### src/rtl/axi_l2_mem_port_sched.sv
// AXI slave front-end for a single-port L2 SRAM: round-robin read/write burst
// scheduling, per-beat address generation, B response and 2-deep R return FIFO.
module axi_l2_mem_port_sched #(
  parameter int AXIADDRWD  = 32,
  parameter int AXIDATAWD  = 32,
  parameter int IDWD       = 4,
  parameter int MEM_ADDRWD = 16
) (
  input  logic                   clk,
  input  logic                   rst,
  input  logic [IDWD-1:0]        AWID,
  input  logic [AXIADDRWD-1:0]   AWADDR,
  input  logic [3:0]             AWLEN,
  input  logic [2:0]             AWSIZE,
  input  logic [1:0]             AWBURST,
  input  logic                   AWVALID,
  output logic                   AWREADY,
  input  logic [AXIDATAWD-1:0]   WDATA,
  input  logic [AXIDATAWD/8-1:0] WSTRB,
  input  logic                   WLAST,
  input  logic                   WVALID,
  output logic                   WREADY,
  input  logic [IDWD-1:0]        ARID,
  input  logic [AXIADDRWD-1:0]   ARADDR,
  input  logic [3:0]             ARLEN,
  input  logic [2:0]             ARSIZE,
  input  logic [1:0]             ARBURST,
  input  logic                   ARVALID,
  output logic                   ARREADY,
  output logic [IDWD-1:0]        BID,
  output logic [1:0]             BRESP,
  output logic                   BVALID,
  input  logic                   BREADY,
  output logic [IDWD-1:0]        RID,
  output logic [AXIDATAWD-1:0]   RDATA,
  output logic [1:0]             RRESP,
  output logic                   RLAST,
  output logic                   RVALID,
  input  logic                   RREADY,
  output logic                   mem_req,
  output logic                   mem_we,
  output logic [MEM_ADDRWD-1:0]  mem_addr,
  output logic [AXIDATAWD-1:0]   mem_wdata,
  output logic [AXIDATAWD/8-1:0] mem_be,
  input  logic [AXIDATAWD-1:0]   mem_rdata
);

  localparam int STRBWD = AXIDATAWD / 8;
  localparam int WSHIFT = $clog2(STRBWD);
  localparam int EW     = IDWD + AXIDATAWD + 3;

  // state    | meaning
  // IDLE     | arbitrate AW vs AR, latch the granted command
  // WR_BURST | one SRAM write per W handshake until AWLEN beats done
  // WR_RESP  | present B until accepted
  // RD_BURST | issue SRAM reads while the R FIFO has room
  typedef enum logic [1:0] {IDLE, WR_BURST, WR_RESP, RD_BURST} state_e;

  state_e                 state_q, state_d;
  logic                   last_wr_q, last_wr_d;
  logic [IDWD-1:0]        id_q, id_d;
  logic [AXIADDRWD-1:0]   addr_q, addr_d;
  logic [3:0]             len_q, len_d;
  logic [2:0]             size_q, size_d;
  logic [1:0]             burst_q, burst_d;
  logic [3:0]             beat_q, beat_d;
  logic                   err_q, err_d;
  logic                   inflight_q, inflight_d;
  logic [IDWD-1:0]        infl_id_q, infl_id_d;
  logic [1:0]             infl_resp_q, infl_resp_d;
  logic                   infl_last_q, infl_last_d;
  logic [EW-1:0]          fifo_q [2];
  logic [EW-1:0]          fifo_d [2];
  logic                   wptr_q, wptr_d;
  logic                   rptr_q, rptr_d;
  logic [1:0]             fcnt_q, fcnt_d;

  logic [AXIADDRWD-1:0]   incr_addr, wrap_mask, next_addr;
  logic                   pop, rd_ok, is_last;
  logic [2:0]             occ;

  always_comb begin
    incr_addr = addr_q + (AXIADDRWD'(1) << size_q);
    wrap_mask = ((AXIADDRWD'(len_q) + AXIADDRWD'(1)) << size_q) - AXIADDRWD'(1);
    case (burst_q)
      2'b00:   next_addr = addr_q;
      2'b10:   next_addr = (addr_q & ~wrap_mask) | (incr_addr & wrap_mask);
      default: next_addr = incr_addr;
    endcase
  end

  always_comb begin
    state_d     = state_q;
    last_wr_d   = last_wr_q;
    id_d        = id_q;
    addr_d      = addr_q;
    len_d       = len_q;
    size_d      = size_q;
    burst_d     = burst_q;
    beat_d      = beat_q;
    err_d       = err_q;
    inflight_d  = 1'b0;
    infl_id_d   = infl_id_q;
    infl_resp_d = infl_resp_q;
    infl_last_d = infl_last_q;
    fifo_d      = fifo_q;
    wptr_d      = wptr_q;
    rptr_d      = rptr_q;
    fcnt_d      = fcnt_q;
    AWREADY     = 1'b0;
    WREADY      = 1'b0;
    ARREADY     = 1'b0;
    BID         = '0;
    BRESP       = 2'b00;
    BVALID      = 1'b0;
    RID         = '0;
    RDATA       = '0;
    RRESP       = 2'b00;
    RLAST       = 1'b0;
    RVALID      = 1'b0;
    mem_req     = 1'b0;
    mem_we      = 1'b0;
    mem_addr    = '0;
    mem_wdata   = '0;
    mem_be      = '0;
    pop         = 1'b0;
    rd_ok       = 1'b0;
    occ         = 3'd0;
    is_last     = (beat_q == len_q);

    if (!rst) begin
      pop = (fcnt_q != 2'd0) && RREADY;
      if (fcnt_q != 2'd0) begin
        RVALID = 1'b1;
        {RID, RDATA, RRESP, RLAST} = fifo_q[rptr_q];
      end

      case (state_q)
        IDLE: begin
          // A read waits for the previous read's last beat to land so that
          // in-flight metadata is never overwritten.
          rd_ok = ARVALID && !inflight_q;
          if (AWVALID && (!rd_ok || !last_wr_q)) begin
            AWREADY   = 1'b1;
            id_d      = AWID;
            addr_d    = AWADDR;
            len_d     = AWLEN;
            size_d    = AWSIZE;
            burst_d   = AWBURST;
            beat_d    = 4'd0;
            err_d     = (AWBURST == 2'b11);
            last_wr_d = 1'b1;
            state_d   = WR_BURST;
          end else if (rd_ok) begin
            ARREADY   = 1'b1;
            id_d      = ARID;
            addr_d    = ARADDR;
            len_d     = ARLEN;
            size_d    = ARSIZE;
            burst_d   = ARBURST;
            beat_d    = 4'd0;
            err_d     = (ARBURST == 2'b11);
            last_wr_d = 1'b0;
            state_d   = RD_BURST;
          end
        end
        WR_BURST: begin
          WREADY = 1'b1;
          if (WVALID) begin
            mem_req   = 1'b1;
            mem_we    = 1'b1;
            mem_addr  = MEM_ADDRWD'(addr_q >> WSHIFT);
            mem_wdata = WDATA;
            mem_be    = WSTRB;
            addr_d    = next_addr;
            beat_d    = beat_q + 4'd1;
            if (WLAST != is_last) err_d = 1'b1;
            if (is_last) state_d = WR_RESP;
          end
        end
        WR_RESP: begin
          BVALID = 1'b1;
          BID    = id_q;
          BRESP  = err_q ? 2'b10 : 2'b00;
          if (BREADY) begin
            err_d   = 1'b0;
            state_d = IDLE;
          end
        end
        RD_BURST: begin
          occ = {1'b0, fcnt_q} + {2'b00, inflight_q} - {2'b00, pop};
          if (occ < 3'd2) begin
            mem_req     = 1'b1;
            mem_addr    = MEM_ADDRWD'(addr_q >> WSHIFT);
            mem_be      = '1;
            inflight_d  = 1'b1;
            infl_id_d   = id_q;
            infl_resp_d = err_q ? 2'b10 : 2'b00;
            infl_last_d = is_last;
            addr_d      = next_addr;
            beat_d      = beat_q + 4'd1;
            if (is_last) state_d = IDLE;
          end
        end
        default: state_d = IDLE;
      endcase

      if (inflight_q) begin
        fifo_d[wptr_q] = {infl_id_q, mem_rdata, infl_resp_q, infl_last_q};
        wptr_d         = ~wptr_q;
      end
      if (pop) rptr_d = ~rptr_q;
      fcnt_d = fcnt_q + {1'b0, inflight_q} - {1'b0, pop};
    end
  end

  always_ff @(posedge clk) begin
    if (rst) begin
      state_q     <= IDLE;
      last_wr_q   <= 1'b0;
      id_q        <= '0;
      addr_q      <= '0;
      len_q       <= '0;
      size_q      <= '0;
      burst_q     <= '0;
      beat_q      <= '0;
      err_q       <= 1'b0;
      inflight_q  <= 1'b0;
      infl_id_q   <= '0;
      infl_resp_q <= '0;
      infl_last_q <= 1'b0;
      fifo_q[0]   <= '0;
      fifo_q[1]   <= '0;
      wptr_q      <= 1'b0;
      rptr_q      <= 1'b0;
      fcnt_q      <= 2'd0;
    end else begin
      state_q     <= state_d;
      last_wr_q   <= last_wr_d;
      id_q        <= id_d;
      addr_q      <= addr_d;
      len_q       <= len_d;
      size_q      <= size_d;
      burst_q     <= burst_d;
      beat_q      <= beat_d;
      err_q       <= err_d;
      inflight_q  <= inflight_d;
      infl_id_q   <= infl_id_d;
      infl_resp_q <= infl_resp_d;
      infl_last_q <= infl_last_d;
      fifo_q      <= fifo_d;
      wptr_q      <= wptr_d;
      rptr_q      <= rptr_d;
      fcnt_q      <= fcnt_d;
    end
  end

endmodule

### config.mk
export PLATFORM = sky130hd
export DESIGN_NAME = axi_l2_mem_port_sched
export DESIGN_NICKNAME = d
export VERILOG_FILES = /design/src/rtl/axi_l2_mem_port_sched.sv
export SDC_FILE = /design/constraint.sdc
export NUM_CORES = 1
export LEC_CHECK = 0
export ABC_AREA = 1
export BUFFER_PORTS_ARGS = -buffer_cell sky130_fd_sc_hd__buf_4
export CAP_MARGIN = 5
export CORE_MARGIN = 5
export CORE_UTILIZATION = 47
export CTS_CLUSTER_DIAMETER = 200
export CTS_CLUSTER_SIZE = 24
export DETAILED_ROUTE_END_ITERATION = 10
export PLACE_DENSITY_LB_ADDON = 0.3
export SYNTH_ARGS = -nofsm -noshare
export SYNTH_HDL_FRONTEND = slang
export SYNTH_SLANG_ARGS = --single-unit
### constraint.sdc
create_clock -name clk -period 2.9 [get_ports clk]
set_clock_uncertainty 0.2 [all_clocks]
set_input_delay 0.29 -clock clk [delete_from_list [all_inputs] [get_ports clk]]
set_output_delay 0.29 -clock clk [all_outputs]
set_load 0.02 [all_outputs]
==> flow_summary.yaml, run 1 <==
status:
  status: "finished with violations"
  violations: "negative setup slack"
logic_synthesis:
  ys_warn_count: 0
  synthDistinctLibCells: 45
  synth_edf_count: 0
  synth_common_cells: "nor2_1, nand2_1, inv_1"
  post-synth-top-count-cell: "nor2_1"
  yosysTopAreaCellShare_pct: 31.6
  synth-seq-cells: 126
  yosysSeqAreaShare_pct: 31.6
  postSynthCellCount: 1341
  yosysTopAreaCell: "dfxtp_1"
  avgSynthCellArea_um2: 5.96
  ys.flop_type: "dfxtp_1"
  yosys-top-cells-area: "dfxtp_1, nor2_1, nand2_1"
  synth.cell_area_um2: 7990
  async_flop_share_pct: 0
worst_hold_path:
  hold_path.class: "input pin to flop"
floorplanning:
  std_cell_rows: 47
  die_height_um: 140
  io_pins: 270
  dieWidth_um: 140
  dieArea_um2: 19700
  core_um2: 16600
  start_util_pct: 48.0
power:
  vdd_drop_max_uv: 527
  internal_power_mw: 5.23
  p_clk_share_pct: 23.9
  p_leak_nw: 6.06
  power_density_nw_per_um2: 787
  switchingPower_mw: 3.98
  seqPwrFrac_pct: 24.8
  switching_share_pct: 43.2
  comb_power_share_pct: 51.3
cts:
  clock_latency_ns: 0.42
  clkTransAtPathRegs_ns: 0.06
  cts_made_buffers: 17
  numClockSinks: 126
  cts_tree: "yes"
  clockBufferDepth: 2
  cts_root_buffer: "clkbuf_16"
  htree_num_levels: 4
timing:
  setup_slack_ns: -0.569
  worstMarginPinSlew_ns: 0.750
  final_hold_viol_count: 0
  finalSetupViolCount: 60
  finalMaxSlewViolations: 0
  rsz0062_at_grt: "yes"
  finalCritPeriodShare_pct: 120
  max_clock_freq_mhz: 288
  setup_tns_ns: -17.27
  timing.hold.ws_ns: 0.0106
  period_needed_ns: 3.47
  slew_headroom_pct: 50.0
detailed_routing:
  drtAntennaViolNets: 0
  drt_iter0_markers: 689
  drt-pass1-iter-count: 6
  routed_wl_um: 27000
  via_count: 9480
  wire_per_inst_um: 14.5
  drc_errors: 0
  via_per_inst: 5.11
placement:
  dp_slack_ns: -0.485
  globalplace.congestion: 0.906
  dp_hpwl_um: 18200
  numPortBuffers: 239
  dp.cells: 1775
final_layout:
  layout.cells.non_filler: 1857
  num_antenna_cells: 0
  area_growth_pct: 46.3
  nets: 1810
  drive_above_1_share_pct: 26.4
setup_path:
  cp-start-kind: "flop"
  cp.arrival_ns: 2.98
  crit_path_end_kind: "primary output"
  worstPathMaxFanout: 8
  worstPathRequired_ns: 2.41
  path_class: "flop to primary output"
job:
  cap_viol_max_count: 0
global_routing:
  grt_pass1_wl_um: 42400
  grt_use_total_pct: 25.8
  antenna_found_initial: 0
  grt_max_degree: 100
  grt_pass1_vias: 8977
  globalRouteOverflowTotal: 0
## critical path, cell delays in order (launching register included)
cell	delay, ns
dfxtp_2	0.33
o21ai_2	0.15
inv_1	0.07
ha_1	0.27
inv_1	0.04
ha_2	0.16
fa_1	0.48
inv_1	0.05
nand2_1	0.06
nor2_1	0.05
inv_2	0.07
nor2_4	0.04
inv_2	0.07
nor2_4	0.04
nor2_4	0.27
clkbuf_16	0.25
nor2_4	0.05
buf_6	0.12
## cell usage in the layout (no fill, tap or decap), types with 7 or more instances in the layout
master	Yosys	layout
a21oi_1	38	33
buf_4	6	263
buf_6	1	25
clkbuf_16	0	19
dfxtp_1	126	123
dlygate4sd3_1	0	37
ha_1	18	17
inv_1	159	150
inv_2	9	14
nand2_1	305	297
nand2_2	5	10
nand3_1	70	66
nand3_2	8	11
nand4_1	10	10
nor2_1	319	290
nor2_2	1	9
nor2_4	3	24
nor3_1	8	8
o211ai_1	11	11
o21ai_0	122	114
o21ai_1	16	13
o21ai_2	1	11
xnor2_1	7	7
xor2_1	10	10
## metrics by stage
stage	total power [mW]	utilization [%]	cell area, µm²
4_1_cts	8.84	68.8	11400
6_report	9.20	70.3	11700
3_3_place_gp	6.21	61.4	10200
5_1_grt	9.82	70.3	11700
3_5_place_dp	6.29	61.4	10200
2_1_floorplan	5.04	-	8110
## layout make-up
type	instances	area, µm²
fill	1381	4950
multi-input combinational	977	4860
timing repair buffer	332	2770
sequential	126	2530
inverter	169	646
clock buffer	17	425
tap	220	275
clock inverter	15	185
timing repair inverter	1	5.00
## timing repair
item | CTS | global route
pin swaps | 13 | 23
gates resized for setup | 50 | 55
hold endpoints to repair | 68 | 0
gates cloned | 2 | 2
hold buffers | 37 | 0
setup buffers | 10 | 5
endpoints found under the setup margin | 76 | 74
## worst paths after layout
check	start	endpoint	slack [ns]	cells after the start
max	fcnt_q[0]	mem_addr[9]	-0.57	17
min	ARID[1]	id_q[1]	0.01	5
max reg2reg	fcnt_q[0]	flop	-0.30	21
min reg2reg	last_wr_q	last_wr_q	0.27	2
## power groups by stage
stage,clock network (mW),registers (mW),logic (mW)
2_1_floorplan,0,2.22,2.82
3_3_place_gp,0,2.29,3.92
3_5_place_dp,0,2.30,3.99
4_1_cts,2.23,2.27,4.34
5_1_grt,2.32,2.32,5.19
6_report,2.20,2.28,4.72
## logic make-up after synthesis
kind of cell | count (synthesis) | synth area share (%)
compound gates | 203 | 13.8
xor+xnor | 17 | 1.86
fa+ha+maj | 20 | 3.32
buf+inv | 239 | 11.7
flops | 126 | 31.6
other cells | 1 | 0.0469
simple gates | 735 | 37.6
## routing by layer
metal  wire length, µm  vias up  track usage (%)
met1             11200     4270             32.5
met5                 0        -                0
met3              2020       51             4.77
li1                  -     4746                -
met4               496        0             8.47
met2             13200      413             44.6
(Power assumes the default switching activity.)
==> run 2, diff against run 1 <==
CORE_UTILIZATION = 49   (was 47)
SETUP_SLACK_MARGIN = 0.1   (was default)
clock period = 4 ns   (was 2.9 ns; I/O delays follow)
==> flow_summary.yaml, run 2 (synthesized netlist as in run 1, its figures left out) <==
detailed_routing:
  drt_iter0_markers: 576
  routed_wl_um: 24500
  via_count: 8860
  drt-pass1-iter-count: 5
  via_per_inst: 4.99
  drtAntennaViolNets: 0
  drc_errors: 0
  wire_per_inst_um: 13.8
cts:
  cts_root_buffer: "clkbuf_16"
  cts_tree: "yes"
  clockBufferDepth: 2
  holdBufCountCts: 0
  numClockSinks: 126
  clock_latency_ns: 0.42
  clkTransAtPathRegs_ns: 0.06
  cts_made_buffers: 17
  htree_num_levels: 4
setup_path:
  cp-start-kind: "flop"
  worstPathRequired_ns: 3.40
  cp_common_cell: "inv_1"
  cpPeakStageDelay_ns: 0.43
  worstPathMaxFanout: 8
  path_class: "flop to primary output"
  cp.arrival_ns: 3.04
  crit_path_end_kind: "primary output"
  cpMaxStageDelayCell: "fa_1"
  path_cells: "o21ai_2, inv_1, ha_1, inv_1, ha_1, fa_1, inv_1, nand2_1, nor2_1, inv_1, nor2_1, buf_4, inv_1, nor2_4, nor2_4, buf_4, nor2_1, buf_4"
job:
  cap_viol_max_count: 0
timing:
  finalMaxSlewViolations: 0
  finalCritPeriodShare_pct: 90.9
  max_clock_freq_mhz: 275
  finalSetupViolCount: 0
  setup_tns_ns: 0
  final_hold_viol_count: 0
  period_needed_ns: 3.64
  slew_headroom_pct: 41.5
  rsz0062_at_grt: "no"
  worstMarginPinSlew_ns: 0.876
power:
  vdd_drop_max_uv: 350
  power_density_nw_per_um2: 565
  p_leak_nw: 5.64
floorplanning:
  dieArea_um2: 19000
  core_um2: 15900
  std_cell_rows: 46
  start_util_pct: 50.1
  io_pins: 270
  die_height_um: 138
  dieWidth_um: 138
global_routing:
  grt_max_degree: 97
  globalRouteOverflowTotal: 0
  antenna_found_initial: 0
  grt_pass1_vias: 8190
  grt_use_total_pct: 25.0
  grt_pass1_wl_um: 38100
placement:
  dp.cells: 1743
  globalplace.congestion: 0.920
  numPortBuffers: 239
  dp_hpwl_um: 17600
final_layout:
  num_antenna_cells: 0
  final_common_cell: "nor2_1"
  drive_above_1_share_pct: 21.2
  layout_common_cells: "nor2_1, nand2_1, buf_4, inv_1, dfxtp_1"
  nets: 1734
  layout.cells.non_filler: 1777
  area_growth_pct: 32.0
worst_hold_path:
  hold_path.class: "input pin to flop"
status:
  status: "complete, no violations"
run 2: cell count changes in the layout (fill, tap and decap cells not counted), sizes merged:
cell,change
buf,-36
inv,+1
clkbuf,-1
dlygate4sd3,-37
clkinvlp,-3
run 2: what timing repair did:
item                                    CTS  global route
resized for setup                         0            11
buffers inserted                          0             1
endpoints found under the setup margin    0            21
run 2: final timing paths:
check                                    from      endpoint  slack (ns)  cells after the start
worst min-delay path            mem_rdata[26]    fifo_q[68]        0.01                      3
worst min register to register      last_wr_q     last_wr_q        0.28                      2
worst max-delay path                fcnt_q[0]  mem_addr[13]        0.36                     18
worst max register to register      size_q[2]          flop        0.66                     13
run 2: critical path, delay by kind of cell (launching register included):
| family | cells | cell delay, ns |
|---|---|---|
| buffers and inverters | 8 | 0.78 |
| adder cells (fa/ha/maj) | 3 | 0.87 |
| flip-flops | 1 | 0.32 |
| AND/OR/NAND/NOR | 6 | 0.49 |
| AO/OA/AOI/OAI | 1 | 0.16 |
run 2: cell type report:
| cell class | count | area, µm² |
|---|---|---|
| fillers | 1461 | 5400 |
| multi-input cells | 977 | 4560 |
| flip-flops and latches | 126 | 2520 |
| repair buffers | 257 | 1930 |
| inverters | 169 | 634 |
| clock buffers | 18 | 439 |
| well taps | 216 | 270 |
| clock inverters | 14 | 181 |
run 2: metrics by stage:
step | utilization (%) | hold slack (ns) | setup WS (ns) | instance area [µm²] | power [mW]
3_3_place_gp | 62.0 | 0.256 | 0.573 | 9880 | 4.26
5_1_grt | 66.2 | 0.0106 | 0.121 | 10500 | 6.39
2_1_floorplan | - | 0.245 | 0.619 | 7990 | 3.59
3_5_place_dp | 62.0 | 0.266 | 0.532 | 9880 | 4.31
4_1_cts | 65.9 | 0.00225 | 0.131 | 10500 | 5.94
6_report | 66.2 | 0.0118 | 0.364 | 10500 | 5.95
run 2: power breakdown:
part,internal [mW],switching (mW)
Combinational,0.928,1.73
Clock,1.01,0.606
Sequential,1.47,0.214
Total,3.41,2.55
run 2: routing by layer:
metal	track usage, %	vias to the layer above	wire, µm
met1	31.9	3918	10500
li1	-	4596	-
met2	41.8	309	11600
met5	0	-	0
met4	8.65	0	512
met3	5.00	37	1880
